**config.mk**
```make
export PLATFORM = sky130hd
export DESIGN_NAME = modn_cascade_counter
export DESIGN_NICKNAME = d
export VERILOG_FILES = /design/src/rtl/modn_counter_pkg.sv /design/src/rtl/modn_digit.sv /design/src/rtl/modn_cascade_counter.sv
export SDC_FILE = /design/constraint.sdc
export NUM_CORES = 1
export LEC_CHECK = 0
export BUFFER_PORTS_ARGS = -buffer_cell sky130_fd_sc_hd__buf_2
export CAP_MARGIN = 20
export CORE_UTILIZATION = 50
export DETAILED_ROUTE_END_ITERATION = 8
export PLACE_DENSITY_LB_ADDON = 0.15
export SLEW_MARGIN = 20
export SYNTH_ARGS = -nofsm -noshare
export SYNTH_HDL_FRONTEND = slang
export SYNTH_SLANG_ARGS = --single-unit
```
**constraint.sdc**
```tcl
create_clock -name clk1 -period 5.37 [get_ports clk1]
set_input_delay 0.537 -clock clk1 [delete_from_list [all_inputs] [get_ports clk1]]
set_output_delay 0.537 -clock clk1 [all_outputs]
set_load 0.05 [all_outputs]
```
**src/rtl/modn_counter_pkg.sv**
```systemverilog
// Shared defaults and digit arithmetic for the cascaded modulo-N counter.
package modn_counter_pkg;

    localparam int unsigned DEF_MOD        = 10;
    localparam int unsigned DEF_NUM_DIGITS = 2;

    // Value at which a digit hands a carry/borrow to the next digit.
    function automatic int unsigned digit_terminal(input int unsigned mod, input logic up);
        return up ? (mod - 32'd1) : 32'd0;
    endfunction

    // One modulo step in the requested direction.
    function automatic int unsigned digit_next(input int unsigned value,
                                               input int unsigned mod,
                                               input logic        up);
        if (up) begin
            return (value == mod - 32'd1) ? 32'd0 : value + 32'd1;
        end
        return (value == 32'd0) ? (mod - 32'd1) : value - 32'd1;
    endfunction

endpackage

```
**src/rtl/modn_digit.sv**
```systemverilog
// Single modulo-MOD digit: reset > load > step, plus terminal and bad-load decode.
module modn_digit
    import modn_counter_pkg::*;
#(
    parameter int unsigned MOD = DEF_MOD,
    parameter int unsigned DW  = $clog2(MOD)
) (
    input  logic          clk1,
    input  logic          r,
    input  logic          load,
    input  logic [DW-1:0] load_digit,
    input  logic          step,
    input  logic          up,
    output logic [DW-1:0] value,
    output logic          at_terminal_c,
    output logic          load_err_c
);

    logic [DW-1:0] value_q;
    logic          load_ok;

    assign load_ok = (32'(load_digit) < MOD);

    always_ff @(posedge clk1) begin
        if (r) begin
            value_q <= '0;
        end else if (load) begin
            value_q <= load_ok ? load_digit : '0;
        end else if (step) begin
            value_q <= DW'(digit_next(32'(value_q), MOD, up));
        end
    end

    assign value         = value_q;
    assign at_terminal_c = (32'(value_q) == digit_terminal(MOD, up));
    assign load_err_c    = load & ~load_ok;

endmodule

```
**src/rtl/modn_cascade_counter.sv**
```systemverilog
// Synchronous NUM_DIGITS x modulo-MOD up/down counter with load, terminal count and wrap pulse.
module modn_cascade_counter
    import modn_counter_pkg::*;
#(
    parameter int unsigned MOD        = DEF_MOD,
    parameter int unsigned NUM_DIGITS = DEF_NUM_DIGITS,
    parameter int unsigned DW         = $clog2(MOD)
) (
    input  logic                     clk1,
    input  logic                     r,
    input  logic                     en,
    input  logic                     up,
    input  logic                     load,
    input  logic [NUM_DIGITS*DW-1:0] load_val,
    output logic [NUM_DIGITS*DW-1:0] count,
    output logic                     tc,
    output logic                     wrap,
    output logic                     load_err
);

    // chain[k] is high when digit k must step: en and all lower digits at terminal.
    logic [NUM_DIGITS:0]   chain;
    logic [NUM_DIGITS-1:0] at_term;
    logic [NUM_DIGITS-1:0] dig_err;
    logic                  wrap_q;
    logic                  load_err_q;

    assign chain[0] = en;

    for (genvar k = 0; k < NUM_DIGITS; k++) begin : g_digit
        modn_digit #(
            .MOD (MOD),
            .DW  (DW)
        ) u_digit (
            .clk1          (clk1),
            .r             (r),
            .load          (load),
            .load_digit    (load_val[k*DW +: DW]),
            .step          (chain[k]),
            .up            (up),
            .value         (count[k*DW +: DW]),
            .at_terminal_c (at_term[k]),
            .load_err_c    (dig_err[k])
        );
        assign chain[k+1] = chain[k] & at_term[k];
    end

    assign tc = chain[NUM_DIGITS];

    // Wrap pulses after a full-counter rollover; load_err is sticky until reset.
    always_ff @(posedge clk1) begin
        if (r) begin
            wrap_q     <= 1'b0;
            load_err_q <= 1'b0;
        end else begin
            wrap_q <= tc & ~load;
            if (|dig_err) begin
                load_err_q <= 1'b1;
            end
        end
    end

    assign wrap     = wrap_q;
    assign load_err = load_err_q;

endmodule

```
# == Word level (Yosys, flattened, before mapping) ==
# Index checks and enable logic that the tools add are counted.
# op_classes
bitwise,8
n_eq_ne,4
magnitude_cmp,2
mux,22
reduce_logical,5
add_sub_neg,4
# op_table
cell,count
4-bit two-way mux,15
4-bit by 32-bit equality test with 1-bit output,1
"4-bit by 1-bit adder with 4-bit output, second input constant",2
"4-bit equality test, second input constant",2
4-bit zero test,2
"4-bit less-than comparator, second input constant",2
"4-bit by 1-bit subtractor with 4-bit output, second input constant",2
1-bit two-way mux,7
1-bit bitwise AND,5
4-bit equality test,1
2-bit nonzero test,2
1-bit NOT,3
2-bit OR reduction,1
# totals
inputBits,13
elab_cells,49
register_bits,10
out_inout_bits,11

# == Depth between registers and ports, before layout ==
# Gate-level depths: netlist of the first run.
# logic_depth
ltp_word,9
depth_mapped,7
ltp_nobuf,6

# == Modules after synthesis ==
# From an unflattened synthesis of the first run, not the netlist that was laid out.
# unflattened
cells_unflattened,105
hier_area_um2,847.1
# modules_own_cells
mod,area_each_um2,seq_area_each_um2,cells_each,n_inst
modn_digit,385.4,80.1,49,2
modn_cascade_counter,76.3,40.0,7,1

# == Least setup slack after synthesis of the first run ==
# OpenSTA, ideal clock, no wires.
# synth_path
path_kind,register to output
start,reg g_digit[0].u_digit.value_q[0]
end,out tc
t_arrival_ns,3.004
slack_ns,1.829
path_stages_with_launch,6
required_time_ns,4.833
n_path_buf,1
cell_sequence,dfxtp_1 buf_2 inv_1 ha_1 nand4b_4 nor4_1
# synth_via
elab_chain_cells,3
# synth_lines
item,line_no,source
"start, declared",modn_digit.sv:19,logic [DW-1:0] value_q;
"start signal, assigned",modn_digit.sv:28,value_q <= load_ok ? load_digit : '0;
"start signal, assigned",modn_digit.sv:30,"value_q <= DW'(digit_next(32'(value_q), MOD, up));"
4-bit by 32-bit equality test with 1-bit output,modn_digit.sv:35,"assign at_terminal_c = (32'(value_q) == digit_terminal(MOD, up));"
1-bit bitwise AND (2 in a row),modn_cascade_counter.sv:45,assign chain[k+1] = chain[k] & at_term[k];
"end, declared",modn_cascade_counter.sv:16,"output logic tc,"
# No other way between the ends.

# == Worst setup path in the final report of the first run ==
# layout_path
start,in up
end,out tc
# layout_via
elab_chain_cells,4
word_cells_on_any_way,5
classes_between,2 x eq/ne; 1 x mux; 2 x bitwise
# layout_lines
item,line_no,source
"start, declared",modn_cascade_counter.sv:12,"input logic up,"
4-bit two-way mux *,modn_counter_pkg.sv:9,return up ? (mod - 32'd1) : 32'd0;
4-bit by 32-bit equality test with 1-bit output,modn_digit.sv:35,
1-bit bitwise AND,modn_cascade_counter.sv:45,
1-bit bitwise AND *,modn_cascade_counter.sv:45,
# Every way passes the cells marked *; elsewhere a longest branch is shown, timed or not.

==> metrics.txt, run 1 <==
status finished clean; Tot Pwr approximately 0.22 mW; largest family of logic cells by synthesized area simple AND/OR/NAND/NOR gates; number of CTS-inserted buffers 3; total clock sinks 10; H-tree depth 1; Critical Path Fanout Max 12; Yosys warnings 0; CP max-delay cell buf_2; data required time of the worst path 4.83 ns; # Post-CTS Setup Buffers 0; Layout area overhead 15.8%; Crit path largest cell delay 0.33 ns; Finished Layout Cells 137; ys async rst share 0%; Mapped Nets roughly 120; # placed instances 133; post-DP HPWL 1.32 mm; crit path kind in -> out; unrepaired setup endpoints after global routing false; Mean Syn Cell Area 7.94 sq um; Synth Register Bits 10; initial antenna violation count 0; DP Area 892 sq um; Port Buffers 23; post-synthesis mux area share 2.50%; synth unique cells slightly above 40; Post-Synth XOR/XNOR Area under 10%; Hold-fix buffers, CTS 0; Final Instance Area 928 sq um; fraction of layout cells with a size suffix above 1 between 20% and 30%; element type at the critical path end output pin; WL per Instance around 14 microns; Hold Slack 0.504 ns; VDD IR max 0.148 mV; initial core utilization 53.2%; Hold WC Path Type reg -> reg; Syn Std Cell Area between 800 and 900 sq um; Final period util 48.7%; Max-slew headroom 70.7%; DIE AREA between 1500 and 2000 sq um; LEAKAGE 0.414 nW; Final Hold Fails 0; prevailing post-synth register cell dfxtp_1; first-pass detailed-route iteration total 4; Synth Area in Compound Gates 23.9%; Nets 137; CTS tree done; post-synthesis cell count between 100 and 150; first-pass GRT wire length approximately 3.2 mm; clk_skew 0.000437 ns; crit-path leading delay family buffers and inverters; Critical Path Most Common Cell buf_2; final setup TNS 0 ns; Slew Limit Fails 0; Final GP Congestion 0.770; clk buf depth 2; Synth Area in Adders 3.12%; final global-route overflow total 0; Worst-Margin Slew 0.439 ns; FP Rows 14; Die H 42.1 microns; via count 820; cell breakdown of the critical path buf_2 -> inv_1 -> ha_1 -> nand4b_4 -> nor4_1 -> buf_2; post_cts resized 0; gr usage total between 20% and 30%; Die Wd approximately 42 microns; vias per cell 5.99; CP Data Arrival Time 2.08 ns; Place WS approximately 2.8 ns; CORE AREA 1510 sq um; Total Wirelength approximately 1.9 mm; Period minus WS final 2.62 ns; fraction of the yosys area taken by sequential cells ~25%; crit path from up; hold path startpoint load_err; max-cap viol count 0; Synth Area in Simple Gates around a third; setup ws final 2.75 ns; CP startpoint kind input pin; Post-synth EDFFs 0; Reg clk slew, reported paths 0.07 ns; Clock Latency Late Sink 0.27 ns; Max Fclk 382 MHz; vias in the first global route around 720; Post-Route Utilization 61.6%; ANT cells 0; DRC violation count after routing 0; Boundary Pins 24; worst r2r src g_digit[0].u_digit.value[0]; CP Buf/Inv Count 3; Final setup violation count 0; P per Cell Area 242 nW/um^2; ANT nets after route 0; largest net degree at the start of global routing 13; Iteration-0 DRC Markers 19; root buffer cell clkbuf_4
logic make-up (layout without fill, tap and decap cells):
group / count (synthesis) / in the layout
AOI/OAI and AO/OA: 28 / 28
adders and majority gates: 2 / 2
muxes: 2 / 2
xor gates and xnor gates: 4 / 4
DFF: 10 / 10
buffers and inverters: 11 / 31
and+or+nand+nor: 44 / 44
cell usage in the layout, fill, tap and decap left out, types with 3 or more instances in the layout:
cell      Yosys  layout
buf_2         3      23
nor2_1       12      12
dfxtp_1      10      10
a21oi_1       7       7
nand2_1       6       6
nor3_1        5       5
o21ai_0       5       5
inv_1         4       4
nand2b_1      4       4
nor4_1        3       3
clkbuf_4      0       3
layer usage:
layer  routed length, microns  vias to the layer above  part of all wire (%)  track usage (%)
met5                        0                        -                     0                0
met3                       90                        5                   4.8             4.31
met2                      779                       26                    41             34.4
met1                      987                      375                    52             34.7
li1                         -                      414                     -                -
met4                       34                        0                   1.8             11.3
area by class of cell:
type                       instances  area (sq um)
tap                               16          20.0
clock buffer                       4          36.3
timing repair buffer              23           115
inverter                           4          15.0
sequential                        10           200
multi-input combinational         80           542
fill                             135           578
power by group:
| group | switching [mW] | total, mW | internal, mW |
|---|---|---|---|
| logic | 0.0427 | 0.0659 | 0.0233 |
| clock network | 0.0297 | 0.0709 | 0.0412 |
| registers | 0.00914 | 0.0879 | 0.0788 |
cells in the mapped netlist (2+ instances only):
master,instances,share of area (%)
mux2i_1,2,2.5
buf_6,2,2.8
nor4_1,3,2.3
dfxtp_1,10,25
clkbuf_1,2,0.94
inv_1,4,1.9
nor2_1,12,5.6
o2111ai_1,2,2.2
a21oi_1,7,4.4
a221oi_1,2,2.2
and2_1,2,1.6
a22oi_1,2,1.9
xor2_1,2,2.2
a211oi_1,2,1.9
nand3_1,2,1.2
o21ai_0,5,3.1
buf_2,3,1.9
ha_1,2,3.1
nand2b_1,4,3.1
nand2_1,6,2.8
nor3_1,5,3.1
sequential cells by signal, indices dropped and copies added (netlist names):
signal,flops
wrap,1
g_digit.u_digit.value,8
load_err,1
worst paths after layout:
kind | slack [ns] | cells after the start | endpoint
setup / recovery | 2.75 | 6 | tc
hold / removal | 0.50 | 2 | load_err
setup reg to reg | 3.43 | 5 | g_digit[1].u_digit.value[3]
hold reg to reg | 0.50 | 2 | load_err
worst reg2reg max path, stage by stage, from the launching register on:
cell	delay, ns
dfxtp_1	0.51
inv_1	0.11
ha_1	0.29
nand4b_4	0.24
mux2i_1	0.15
or4_1	0.52
No activity file was read; power rests on OpenSTA's default activity.
==> run 2: changes to the inputs <==
Settings changed: CORE_UTILIZATION 50 to 45.
Clock period 5.37 ns to 2.4 ns, I/O delays scaled along.
==> run 2 against run 1 <==
Against the previous run:
- clock skew about the same
- global-route usage decreased by 2.1 points
- via count grew 0.12%
- largest power group unchanged
- non-clock buffer count stayed put
- setup slack got worse by 2.6 ns
- first-iteration DRC count grew 140%
- largest cell class unchanged
- final cell count did not move
- critical endpoint unchanged
- critical path type is now reg -> out
- clock-buffer cell count is the same
==> metrics.txt, run 2 (synthesis gave the netlist of run 1 again) <==
largest net degree at the start of global routing 13 (unchanged); status finished clean (unchanged); post-DP HPWL 1.31 mm (was 1.32 mm); FP Rows 14 (unchanged); clk buf depth 2 (unchanged); first-pass detailed-route iteration total 6 (was 4); Final period util 93.4%; Port Buffers 23 (unchanged); Die H 44.2 microns (was 42.1 microns); Final GP Congestion 0.761 (was 0.770); element type at the critical path end output pin (unchanged); Hold WC Path Type in -> reg (was reg -> reg); total clock sinks 10 (unchanged); crit path kind reg -> out (was in -> out); number of CTS-inserted buffers 3 (unchanged); CP max-delay cell dfxtp_1 (was buf_2); Die Wd 44.2 microns (was 42.1 microns); Finished Layout Cells 137 (unchanged); H-tree depth 1 (unchanged); Register Area 200 sq um (unchanged); Reg clk slew, reported paths 0.08 ns (was 0.07 ns); P per Cell Area 537 nW/um^2 (was 242 nW/um^2); CP Data Arrival Time 2.00 ns (was 2.08 ns); Hold-fix buffers, CTS 0 (unchanged); CP startpoint kind flip-flop (was input pin); first-pass GRT wire length 3.13 mm (was 3.22 mm); WL per Instance 13.4 microns (was 13.8 microns); post_cts resized 0 (unchanged); root buffer cell clkbuf_4 (unchanged); # placed instances 133 (unchanged); Final setup violation count 0 (unchanged); cell breakdown of the critical path inv_1 -> ha_1 -> nand4b_4 -> nor4_4 -> buf_2 (was buf_2 -> inv_1 -> ha_1 -> nand4b_4 -> nor4_1 -> buf_2); CP Buf/Inv Count 2 (was 3); Iteration-0 DRC Markers 45 (was 19); Clock Latency Late Sink 0.27 ns (about the same); Critical Path Fanout Max 10 (was 12); crit-path leading delay family simple AND/OR/NAND/NOR gates (was buffers and inverters); ANT cells 0 (unchanged); max reg flops 8 (unchanged); LEAKAGE 0.415 nW (was 0.414 nW); multi-input logic area 557 sq um (was 542 sq um); fraction of layout cells with a size suffix above 1 26.4% (was 25.6%); initial antenna violation count 0 (unchanged); max-cap viol count 0 (unchanged); Total Wirelength 1.84 mm (was 1.89 mm); DIE AREA 1950 sq um (was 1770 sq um); most frequent cells in the layout buf_2 (23), nor2_1 (12), dfxtp_1 (10) (unchanged); Max Fclk between 400 and 500 MHz; unrepaired setup endpoints after global routing false (unchanged); final setup TNS 0 ns (unchanged); fillers 133 (was 135); Worst-Margin Slew 0.426 ns (was 0.439 ns); ANT nets after route 0 (unchanged); Final Hold Fails 0 (unchanged); Max-slew headroom 71.5% (was 70.7%); via count 821 (was 820); most common cell after layout, fill and taps aside buf_2 (unchanged); Boundary Pins 24 (unchanged); clk_skew 0.000542 ns (was 0.000437 ns); Nets 137 (unchanged); # Post-CTS Setup Buffers 0 (unchanged); VDD IR max 0.401 mV (was 0.148 mV); initial core utilization 50.9% (was 53.2%); final global-route overflow total 0 (unchanged); vias in the first global route 715 (was 724); gr usage total 21.8% (was 23.9%); Period minus WS final 2.24 ns; CTS tree done (unchanged); data required time of the worst path 2.16 ns (was 4.83 ns); DRC violation count after routing 0 (unchanged); Crit path largest cell delay 0.50 ns (was 0.33 ns); Slew Limit Fails 0 (unchanged); vias per cell 5.99 (about the same); Layout area overhead 17.6% (was 15.8%); CORE AREA 1580 sq um (was 1510 sq um)
run 2: layout make-up:
| class | count | area share (%) |
|---|---|---|
| timing repair buffer | 23 | 12.2 |
| multi-input combinational | 80 | 59.0 |
| inverter | 4 | 1.59 |
| sequential | 10 | 21.2 |
| tap | 16 | 2.12 |
| clock buffer | 4 | 3.85 |
run 2: worst min-delay path, stage by stage:
cell,delay (ns)
buf_2,0.08
a31oi_1,0.07
nor2_1,0.08
run 2: path summary, 6_finish.rpt:
kind	startpoint	end	slack [ns]	depth (start not counted)
worst max-delay path	g_digit[0].u_digit.value[0]	tc	0.16	5
worst min-delay path	load_val[0]	g_digit[0].u_digit.value[0]	0.22	3
worst max register to register	g_digit[0].u_digit.value[0]	g_digit[1].u_digit.value[3]	0.44	5
worst min register to register	load_err	load_err	0.49	2
run 2: stage by stage:
stage | util, % | cell area (sq um) | power [mW] | setup slack (ns) | hold slack, ns
after floorplan | - | 817 | 0.316 | 0.0330 | 0.403
after global placement | 57.5 | 907 | 0.345 | 0.503 | 0.449
after detailed placement | 57.5 | 907 | 0.348 | 0.440 | 0.473
after CTS | 59.8 | 943 | 0.507 | 0.138 | 0.219
after global routing | 59.8 | 943 | 0.531 | 0.0351 | 0.240
final | 59.8 | 943 | 0.507 | 0.159 | 0.223
run 2: layer usage:
layer	wire length (microns)	track usage (%)
met1	917	28.6
met2	785	33.5
met3	124	7.35
met4	13	7.27
met5	0	0
run 2: power by group:
part | leakage, nW | switching [mW] | internal (mW)
Combinational | 0.311 | 0.0964 | 0.0527
Sequential | 0.0824 | 0.0203 | 0.176
Clock | 0.0210 | 0.0689 | 0.0922
==> run 3: changes to the inputs <==
Settings changed: PLACE_DENSITY from default to 0.74, PLACE_DENSITY_LB_ADDON 0.15 to default.
==> run 3 against run 2 <==
Against the previous run:
- cell area unchanged
- first-iteration DRC count fell by 73%
- sequential cell count unchanged
- critical path depth unchanged
- via count shrank 2.7%
- critical endpoint unchanged
- largest power group unchanged
==> metrics.txt, run 3 (synthesis gave the netlist of run 1 again) <==
Final period util 93.4% (about the same); root buffer cell clkbuf_4 (unchanged); depth of the worst hold-timing path 3 (unchanged); gr usage total 21.5% (was 21.8%); # Post-CTS Setup Buffers 0 (unchanged); most common cell after layout, fill and taps aside buf_2 (unchanged); Post-Route Utilization 59.8% (unchanged); DRC violation count after routing 0 (unchanged); hold worst-path end g_digit[0].u_digit.value[0] (unchanged); VDD IR max 0.305 mV (was 0.401 mV); P per Cell Area 536 nW/um^2 (was 537 nW/um^2); H-tree depth 1 (unchanged); largest net degree at the start of global routing 13 (unchanged); Period minus WS final 2.24 ns (about the same); fraction of layout cells with a size suffix above 1 26.4% (unchanged); via count 799 (was 821); GR peak layer met2 (unchanged); CTS tree done (unchanged); Slew Limit Fails 0 (unchanged); Reg2Reg Setup Slack 0.43 ns (was 0.44 ns); Final Hold Fails 0 (unchanged); Hold WC Path Type in -> reg (unchanged); unrepaired setup endpoints after global routing false (unchanged); met2 Use GR 30.6% (was 33.5%); multi-input logic area 557 sq um (unchanged); status finished clean (unchanged); Critical Path Fanout Max 10 (unchanged); max-cap viol count 0 (unchanged); Hold Slack 0.223 ns (about the same); crit path kind reg -> out (unchanged); Worst Reg-to-Reg Cells 5 (unchanged); WL per Instance 13.3 microns (was 13.4 microns); CP Data Arrival Time 2.00 ns (about the same); Tot Pwr 0.506 mW (was 0.507 mW); CP startpoint kind flip-flop (unchanged); initial antenna violation count 0 (unchanged); Reg clk slew, reported paths 0.07 ns (was 0.08 ns); setup ws final 0.159 ns (about the same); grt met1 use 29.6% (was 28.6%); post_cts resized 0 (unchanged); worst r2r src g_digit[0].u_digit.value[0] (unchanged); first-pass GRT wire length 3.08 mm (was 3.13 mm); Boundary Pins 24 (unchanged); element type at the critical path end output pin (unchanged); reg2reg end g_digit[1].u_digit.value[3] (unchanged); final global-route overflow total 0 (unchanged); Die H 44.2 microns (unchanged); global-route met3 utilization 5.71% (was 7.35%); max reg flops 8 (unchanged); Register Area 200 sq um (unchanged); # placed instances 133 (unchanged); hold path startpoint load_val[0] (unchanged); CP Buf/Inv Count 2 (unchanged); Port Buffers 23 (unchanged); ANT nets after route 0 (unchanged); Crit path largest cell delay 0.51 ns (was 0.50 ns); LEAKAGE 0.415 nW (unchanged); initial core utilization 50.9% (unchanged); Nets 137 (unchanged); Iteration-0 DRC Markers 12 (was 45); most frequent cells in the layout buf_2 (23), nor2_1 (12), dfxtp_1 (10) (unchanged); FP Rows 14 (unchanged); crit-path leading delay family flip-flops (was simple AND/OR/NAND/NOR gates); DP Area 907 sq um (unchanged); Max-slew headroom 72.4% (was 71.5%); final setup TNS 0 ns (unchanged); cell breakdown of the critical path inv_1 -> ha_1 -> nand4b_4 -> nor4_4 -> buf_2 (unchanged); Place WS 0.443 ns (was 0.440 ns); DIE AREA 1950 sq um (unchanged); Max Fclk 446 MHz (about the same); Hold-fix buffers, CTS 0 (unchanged); Layout area overhead 17.6% (unchanged); vias per cell 5.83 (was 5.99); Finished Layout Cells 137 (unchanged); data required time of the worst path 2.16 ns (about the same); fillers 150 (was 133); number of CTS-inserted buffers 3 (unchanged); post-DP HPWL 1.34 mm (was 1.31 mm); Die Wd 44.2 microns (unchanged); vias in the first global route 716 (was 715); CP max-delay cell dfxtp_1 (unchanged); Total Wirelength 1.83 mm (was 1.84 mm); CORE AREA 1580 sq um (unchanged); Worst-Margin Slew 0.414 ns (was 0.426 ns); total clock sinks 10 (unchanged); ANT cells 0 (unchanged); Final GP Congestion 0.776 (was 0.761); first-pass detailed-route iteration total 6 (unchanged); Clock Latency Late Sink 0.27 ns (about the same); clk buf depth 2 (unchanged); Final Instance Area 943 sq um (unchanged); Final setup violation count 0 (unchanged); clk_skew 0.00106 ns (was 0.000542 ns)
[run 3: cell counts in the layout (fill, tap and decap cells not counted)]
Identical to the previous run, type by type.
[run 3: worst max path at each step]
stage                                            from                     endpoint  slack [ns]  cells past startpoint
after global routing      g_digit[0].u_digit.value[0]                           tc        0.01                      5
after detailed placement                           up  g_digit[1].u_digit.value[3]        0.44                      6
final                     g_digit[0].u_digit.value[0]                           tc        0.16                      5
after floorplan           g_digit[0].u_digit.value[0]                         wrap        0.03                      6
after global placement                             up  g_digit[1].u_digit.value[3]        0.49                      6
after CTS                 g_digit[0].u_digit.value[0]                           tc        0.14                      5
[run 3: area by class of cell]
cell class                      count  share of cell area (%)
Clock buffer                        4                    3.85
Tap cell                           16                    2.12
Timing Repair Buffer               23                    12.2
Sequential cell                    10                    21.2
Inverter                            4                    1.59
Multi-Input combinational cell     80                    59.0
[run 3: power breakdown]
group / switching (mW) / total [mW] / internal (mW)
combinational: 0.0958 / 0.148 / 0.0526
sequential: 0.0201 / 0.196 / 0.176
clock: 0.0685 / 0.161 / 0.0922
[run 3: routing by layer]
metal	share of wire (%)	wire [microns]
met5	0	0
met4	1.9	34
met3	5.5	100
met2	41	744
met1	52	947
[run 3: tightest hold or removal path, stage by stage]
cell and delay, ns:
buf_2 0.08, a31oi_1 0.07, nor2_1 0.07
